[src/rtl/hazard_ctrl_if.sv]
// Pipeline-side view of the hazard controller: decode/execute hazard inputs
// and the PC / IF-ID / ID-EX sequencing controls returned to the datapath.
interface hazard_ctrl_if #(
    parameter int unsigned CNT_W = 32
);
    logic [4:0]       id_rs;
    logic [4:0]       id_rt;
    logic             id_uses_rt;
    logic             id_mdu_start;
    logic             id_mfhilo;
    logic             idex_memread;
    logic [4:0]       idex_rt;
    logic             ex_branch_taken;
    logic             pc_en;
    logic             ifid_en;
    logic             ifid_flush;
    logic             idex_bubble;
    logic             mdu_busy;
    logic [CNT_W-1:0] stall_cycles;

    modport master (
        output id_rs, id_rt, id_uses_rt, id_mdu_start, id_mfhilo,
               idex_memread, idex_rt, ex_branch_taken,
        input  pc_en, ifid_en, ifid_flush, idex_bubble, mdu_busy, stall_cycles
    );

    modport slave (
        input  id_rs, id_rt, id_uses_rt, id_mdu_start, id_mfhilo,
               idex_memread, idex_rt, ex_branch_taken,
        output pc_en, ifid_en, ifid_flush, idex_bubble, mdu_busy, stall_cycles
    );
endinterface

[src/rtl/hazard_ctrl.sv]
// Hazard controller for the 5-stage core: load-use and MDU stalls, EX-resolved
// branch squash, MDU latency tracking and a saturating stall-cycle counter.
module hazard_ctrl #(
    parameter int unsigned MDU_LAT = 32,
    parameter int unsigned CNT_W   = 32
) (
    input  logic          clk,
    input  logic          rst,
    hazard_ctrl_if.slave  bus
);
    localparam int unsigned MDU_CNT_W = 8;

    logic [MDU_CNT_W-1:0] mdu_cnt;
    logic [CNT_W-1:0]     stall_q;
    logic                 lu_haz;
    logic                 mdu_haz;
    logic                 mdu_issue;

    // Hazard detection against the load in EX and the in-flight MDU op
    always_comb begin
        lu_haz  = bus.idex_memread
                & (bus.idex_rt != 5'd0)
                & ((bus.idex_rt == bus.id_rs)
                   | (bus.id_uses_rt & (bus.idex_rt == bus.id_rt)));
        mdu_haz = (mdu_cnt != '0) & (bus.id_mfhilo | bus.id_mdu_start);
    end

    // Pipeline controls; a taken branch squashes ID so its hazards are moot
    always_comb begin
        bus.pc_en       = 1'b1;
        bus.ifid_en     = 1'b1;
        bus.ifid_flush  = 1'b0;
        bus.idex_bubble = 1'b0;
        mdu_issue       = 1'b0;
        if (bus.ex_branch_taken) begin
            bus.ifid_flush  = 1'b1;
            bus.idex_bubble = 1'b1;
        end else if (mdu_haz || lu_haz) begin
            bus.pc_en       = 1'b0;
            bus.ifid_en     = 1'b0;
            bus.idex_bubble = 1'b1;
        end else begin
            mdu_issue = bus.id_mdu_start;
        end
    end

    always_ff @(posedge clk) begin
        if (rst) begin
            mdu_cnt <= '0;
            stall_q <= '0;
        end else begin
            if (mdu_issue) begin
                mdu_cnt <= MDU_CNT_W'(MDU_LAT);
            end else if (mdu_cnt != '0) begin
                mdu_cnt <= mdu_cnt - MDU_CNT_W'(1);
            end
            if (!bus.pc_en && (stall_q != '1)) begin
                stall_q <= stall_q + CNT_W'(1);
            end
        end
    end

    assign bus.mdu_busy     = (mdu_cnt != '0);
    assign bus.stall_cycles = stall_q;

endmodule

[src/flat_wrapper.sv]
// flat-port wrapper written by rule: the top's interface ports become plain ports
module hazard_ctrl_flat 
#(
    parameter int unsigned MDU_LAT = 32,
    parameter int unsigned CNT_W   = 32
)
  (clk, rst, bus_id_rs, bus_id_rt, bus_id_uses_rt, bus_id_mdu_start, bus_id_mfhilo, bus_idex_memread, bus_idex_rt, bus_ex_branch_taken, bus_pc_en, bus_ifid_en, bus_ifid_flush, bus_idex_bubble, bus_mdu_busy, bus_stall_cycles);
  hazard_ctrl_if #(.CNT_W(CNT_W)) bus_i ();
  input  logic clk;
  input  logic rst;
  input wire logic [$bits(bus_i.id_rs)-1:0] bus_id_rs;
  input wire logic [$bits(bus_i.id_rt)-1:0] bus_id_rt;
  input wire logic [$bits(bus_i.id_uses_rt)-1:0] bus_id_uses_rt;
  input wire logic [$bits(bus_i.id_mdu_start)-1:0] bus_id_mdu_start;
  input wire logic [$bits(bus_i.id_mfhilo)-1:0] bus_id_mfhilo;
  input wire logic [$bits(bus_i.idex_memread)-1:0] bus_idex_memread;
  input wire logic [$bits(bus_i.idex_rt)-1:0] bus_idex_rt;
  input wire logic [$bits(bus_i.ex_branch_taken)-1:0] bus_ex_branch_taken;
  output wire logic [$bits(bus_i.pc_en)-1:0] bus_pc_en;
  output wire logic [$bits(bus_i.ifid_en)-1:0] bus_ifid_en;
  output wire logic [$bits(bus_i.ifid_flush)-1:0] bus_ifid_flush;
  output wire logic [$bits(bus_i.idex_bubble)-1:0] bus_idex_bubble;
  output wire logic [$bits(bus_i.mdu_busy)-1:0] bus_mdu_busy;
  output wire logic [$bits(bus_i.stall_cycles)-1:0] bus_stall_cycles;
  assign bus_i.id_rs = bus_id_rs;
  assign bus_i.id_rt = bus_id_rt;
  assign bus_i.id_uses_rt = bus_id_uses_rt;
  assign bus_i.id_mdu_start = bus_id_mdu_start;
  assign bus_i.id_mfhilo = bus_id_mfhilo;
  assign bus_i.idex_memread = bus_idex_memread;
  assign bus_i.idex_rt = bus_idex_rt;
  assign bus_i.ex_branch_taken = bus_ex_branch_taken;
  assign bus_pc_en = bus_i.pc_en;
  assign bus_ifid_en = bus_i.ifid_en;
  assign bus_ifid_flush = bus_i.ifid_flush;
  assign bus_idex_bubble = bus_i.idex_bubble;
  assign bus_mdu_busy = bus_i.mdu_busy;
  assign bus_stall_cycles = bus_i.stall_cycles;
  hazard_ctrl #(.MDU_LAT(MDU_LAT), .CNT_W(CNT_W)) u_core (.clk(clk), .rst(rst), .bus(bus_i));
endmodule
[config.mk]
export PLATFORM = sky130hd
export DESIGN_NAME = hazard_ctrl_flat
export DESIGN_NICKNAME = d
export VERILOG_FILES = /design/src/rtl/hazard_ctrl_if.sv /design/src/rtl/hazard_ctrl.sv /design/src/flat_wrapper.sv
export SDC_FILE = /design/constraint.sdc
export NUM_CORES = 1
export LEC_CHECK = 0
export BUFFER_PORTS_ARGS = -buffer_cell sky130_fd_sc_hd__buf_2
export CAP_MARGIN = 40
export CORE_AREA = 2 2 70 72
export CTS_CLUSTER_DIAMETER = 200
export DETAILED_ROUTE_END_ITERATION = 10
export DIE_AREA = 0 0 72 74
export PLACE_DENSITY_LB_ADDON = 0.25
export SLEW_MARGIN = 20
export SYNTH_ARGS = -nofsm -noshare
export SYNTH_HDL_FRONTEND = slang
export SYNTH_SLANG_ARGS = --single-unit
[constraint.sdc]
create_clock -name clk -period 2.74 [get_ports clk]
set_clock_uncertainty 0.2 [all_clocks]
set_input_delay 0.137 -clock clk [delete_from_list [all_inputs] [get_ports clk]]
set_output_delay 0.137 -clock clk [all_outputs]
set_load 0.01 [all_outputs]
==> results.ini <==
[sta]
fmax_mhz=399.8
worst_slew_pin_slew_ns=0.7212
fin_setup_tns_ns=0
slew_headroom_pct=51.92
setup_violations=0
slew_violations=0
layout_min_cycle_time_ns=2.501
rsz0062_at_grt=no
hold_viol=0
finalCritPeriodShare_pct=91.28

[route]
drc=0
drt_iter0_drc=123
via_per_inst=5.688
drtAntennaViolNets=0
post_drt_wl_per_cell_um=13.31
drtPass1Iterations=6
vias=2150
wirelength_um=5032

[grt]
grt_pass1_vias=1902
globalRouteTotalUtil_pct=19.72
grt_max_degree=46
gr-total-overflow=0
antenna_found_initial=0
grt_pass1_wl_um=8487

[die]
start_util_pct=48.57
die_area_um2=5328
core_area_um2=4598
die_height_um=74
rows=25
ios=59
die_x_um=72

[clocking]
cts_buffer_depth=2
cts_tree=yes
clk_pin_slew_ns=0.08
insertion_delay_ns=0.30
post_cts_resized=0
numCtsBuffers=5
cts_setup_buffers=0
cts-hold-fix-buffers=1
cts.sinks=40
root_buffer=clkbuf_8
h-tree-depth=2

[cells_and_area]
multiInputGateArea_um2=1333
final_cell_count_no_fill=378
syn2layout_area_growth_pct=17.81
seqCellArea_um2=800.8
n_antenna_cell=0
drive_above_1_share_pct=25.00
fin_util_pct=57.22
num-fill-cells=414
nets=348

[synth]
synth_area_per_cell_um2=8.303
synthesis.nets=294
yosysUniqueCellTypes=45
syn_inst=269
syn_area_um2=2233
ys_ff_latch=40
ys_warn_count=0
ys_seq_area_share_pct=35.85

[worst_setup_path]
required_ns=2.77
critical_path.endpoint=u_core.bus.stall_cycles[17]
critPathKind=flop to flop
start_kind=flop
startpoint=u_core.bus.stall_cycles[0]
ff2ff_path_depth=7
critPathSlowestCell=or4_1
crit_path_max_fanout=45
critPathBufInv=0
rr_endpoint=u_core.bus.stall_cycles[17]
path_cells=ha_1 > and3_1 > and4bb_4 > nand3_2 > nand3_4 > or4_1 > a21oi_1
worstPathArrival_ns=2.53
crit_family=simple AND/OR/NAND/NOR gates
reg2reg_slack_ns=0.24
crit_cells=7
r2r_start=u_core.bus.stall_cycles[0]
slowest_delay_ns=0.62
setup.worst_path.end_class=flop

[pwr]
p_leak_nw=0.9699
powerDensity_nw_per_um2=638.7
ir_drop_uv=486.6

[flow_run]
cap_violations=0

[placement]
place_inst=369
place.port_buffers=58
dp_hpwl_um=3563
gp_congestion=0.7915

[outcome]
status=completed

[worst_hold_path]
min_path_type=input pin to flop

-- kinds of logic (layout without fill, tap and decap cells) --
logic type      after synthesis  after routing  share of synthesized area (%)
compound gates               69             69                          18.32
fa+ha+maj                     3              3                          1.681
simple gates                118            118                          32.04
mux                           2              2                         0.9524
xor+xnor                     17             17                          6.667
buf+inv                      20             75                          4.482
flops                        40             40                          35.85
-- sequential cells by signal (all words and copies together), names as in the netlist --
register,count
u_core.bus.stall_cycles,32
u_core.mdu_cnt,8
-- stage by stage --
step / instance area (um^2) / hold WS (ns) / power [W] / worst slack, ns
6_report: 2631 / 0.07822 / 0.001681 / 0.2390
5_1_grt: 2631 / 0.1095 / 0.001800 / 0.05907
4_1_cts: 2631 / 0.07461 / 0.001698 / 0.2296
3_5_place_dp: 2525 / 0.2918 / 0.001271 / 0.2605
3_3_place_gp: 2525 / 0.2793 / 0.001265 / 0.3310
2_1_floorplan: 2233 / 0.1181 / 0.001180 / 0.6355
-- area by class of cell --
type / count / share of cell area [%]
multi-input cells: 209 / 50.64
flip-flops and latches: 40 / 30.43
clock buffers: 6 / 3.138
repair buffers: 60 / 11.70
clock inverters: 2 / 0.5231
inverters: 7 / 0.9986
well taps: 54 / 2.568
-- layer usage --
metal	routed length [um]	track usage [%]	up-vias
li1	-	-	1117
met5	0	0	-
met4	63	6.499	0
met2	2267	31.79	44
met3	209	3.794	7
met1	2492	26.82	982
-- worst register-to-register path: cells and delay by family, from the launching register on --
family	cells	cell delay, ns
and+or+nand+nor	5	1.47
DFF	1	0.37
adders and majority gates	1	0.26
AOI/OAI and AO/OA	1	0.14
-- where the power goes --
part,leakage [nW],internal (W),switching (W)
combinational,0.594,0.000223,0.000336
clock,0.0516,0.000206,0.000215
sequential,0.324,0.000643,0.0000583
total,0.970,0.00107,0.000609
-- worst min-delay path by stage --
| stage | endpoint | startpoint | slack [ns] | depth (start not counted) |
|---|---|---|---|---|
| global placement | u_core.bus.stall_cycles[28] | u_core.bus.stall_cycles[28] | 0.28 | 2 |
| CTS | u_core.mdu_cnt[5] | bus_ex_branch_taken | 0.07 | 4 |
| finish | u_core.mdu_cnt[5] | bus_ex_branch_taken | 0.08 | 4 |
| detailed placement | u_core.bus.stall_cycles[28] | u_core.bus.stall_cycles[28] | 0.29 | 2 |
| floorplan | u_core.mdu_cnt[1] | rst | 0.12 | 2 |
| global route | u_core.mdu_cnt[5] | bus_ex_branch_taken | 0.11 | 4 |
-- cell usage after synthesis (all sizes together) --
cell type | number | area (um^2)
a211oi | 1 | 7.510
a21oi | 32 | 171.4
a31o | 1 | 8.760
and2 | 1 | 6.260
and3 | 4 | 25.02
and4 | 3 | 26.28
and4bb | 1 | 16.27
buf | 7 | 51.29
clkbuf | 6 | 22.52
dfxtp | 40 | 800.8
ha | 3 | 37.54
inv | 7 | 26.28
mux2 | 1 | 11.26
mux2i | 1 | 10.01
nand2 | 19 | 73.82
nand2b | 1 | 6.260
nand3 | 17 | 102.6
nand3b | 1 | 11.26
nand4 | 13 | 87.58
nor2 | 12 | 45.04
nor2b | 2 | 12.51
nor3 | 9 | 45.04
nor4 | 4 | 52.55
o2111ai | 1 | 8.760
o211ai | 1 | 7.510
o21ai | 22 | 113.9
o221ai | 1 | 15.01
o22a | 1 | 8.760
o31ai | 9 | 67.56
or3 | 22 | 137.6
or4 | 9 | 67.56
xnor2 | 14 | 122.6
xor2 | 3 | 26.28
-- cells in the final DEF (no fill, tap or decap), types with 12 or more instances in the layout --
| master | synthesis | layout |
|---|---|---|
| buf_2 | 2 | 58 |
| dfxtp_1 | 40 | 40 |
| a21oi_1 | 31 | 31 |
| or3_1 | 22 | 22 |
| nand2_1 | 18 | 18 |
| nand3_1 | 15 | 15 |
| xnor2_1 | 14 | 14 |
| o21ai_0 | 13 | 13 |
| nor2_1 | 12 | 12 |
| nand4_1 | 12 | 12 |
Note: power is estimated with default switching activity, not from simulation.
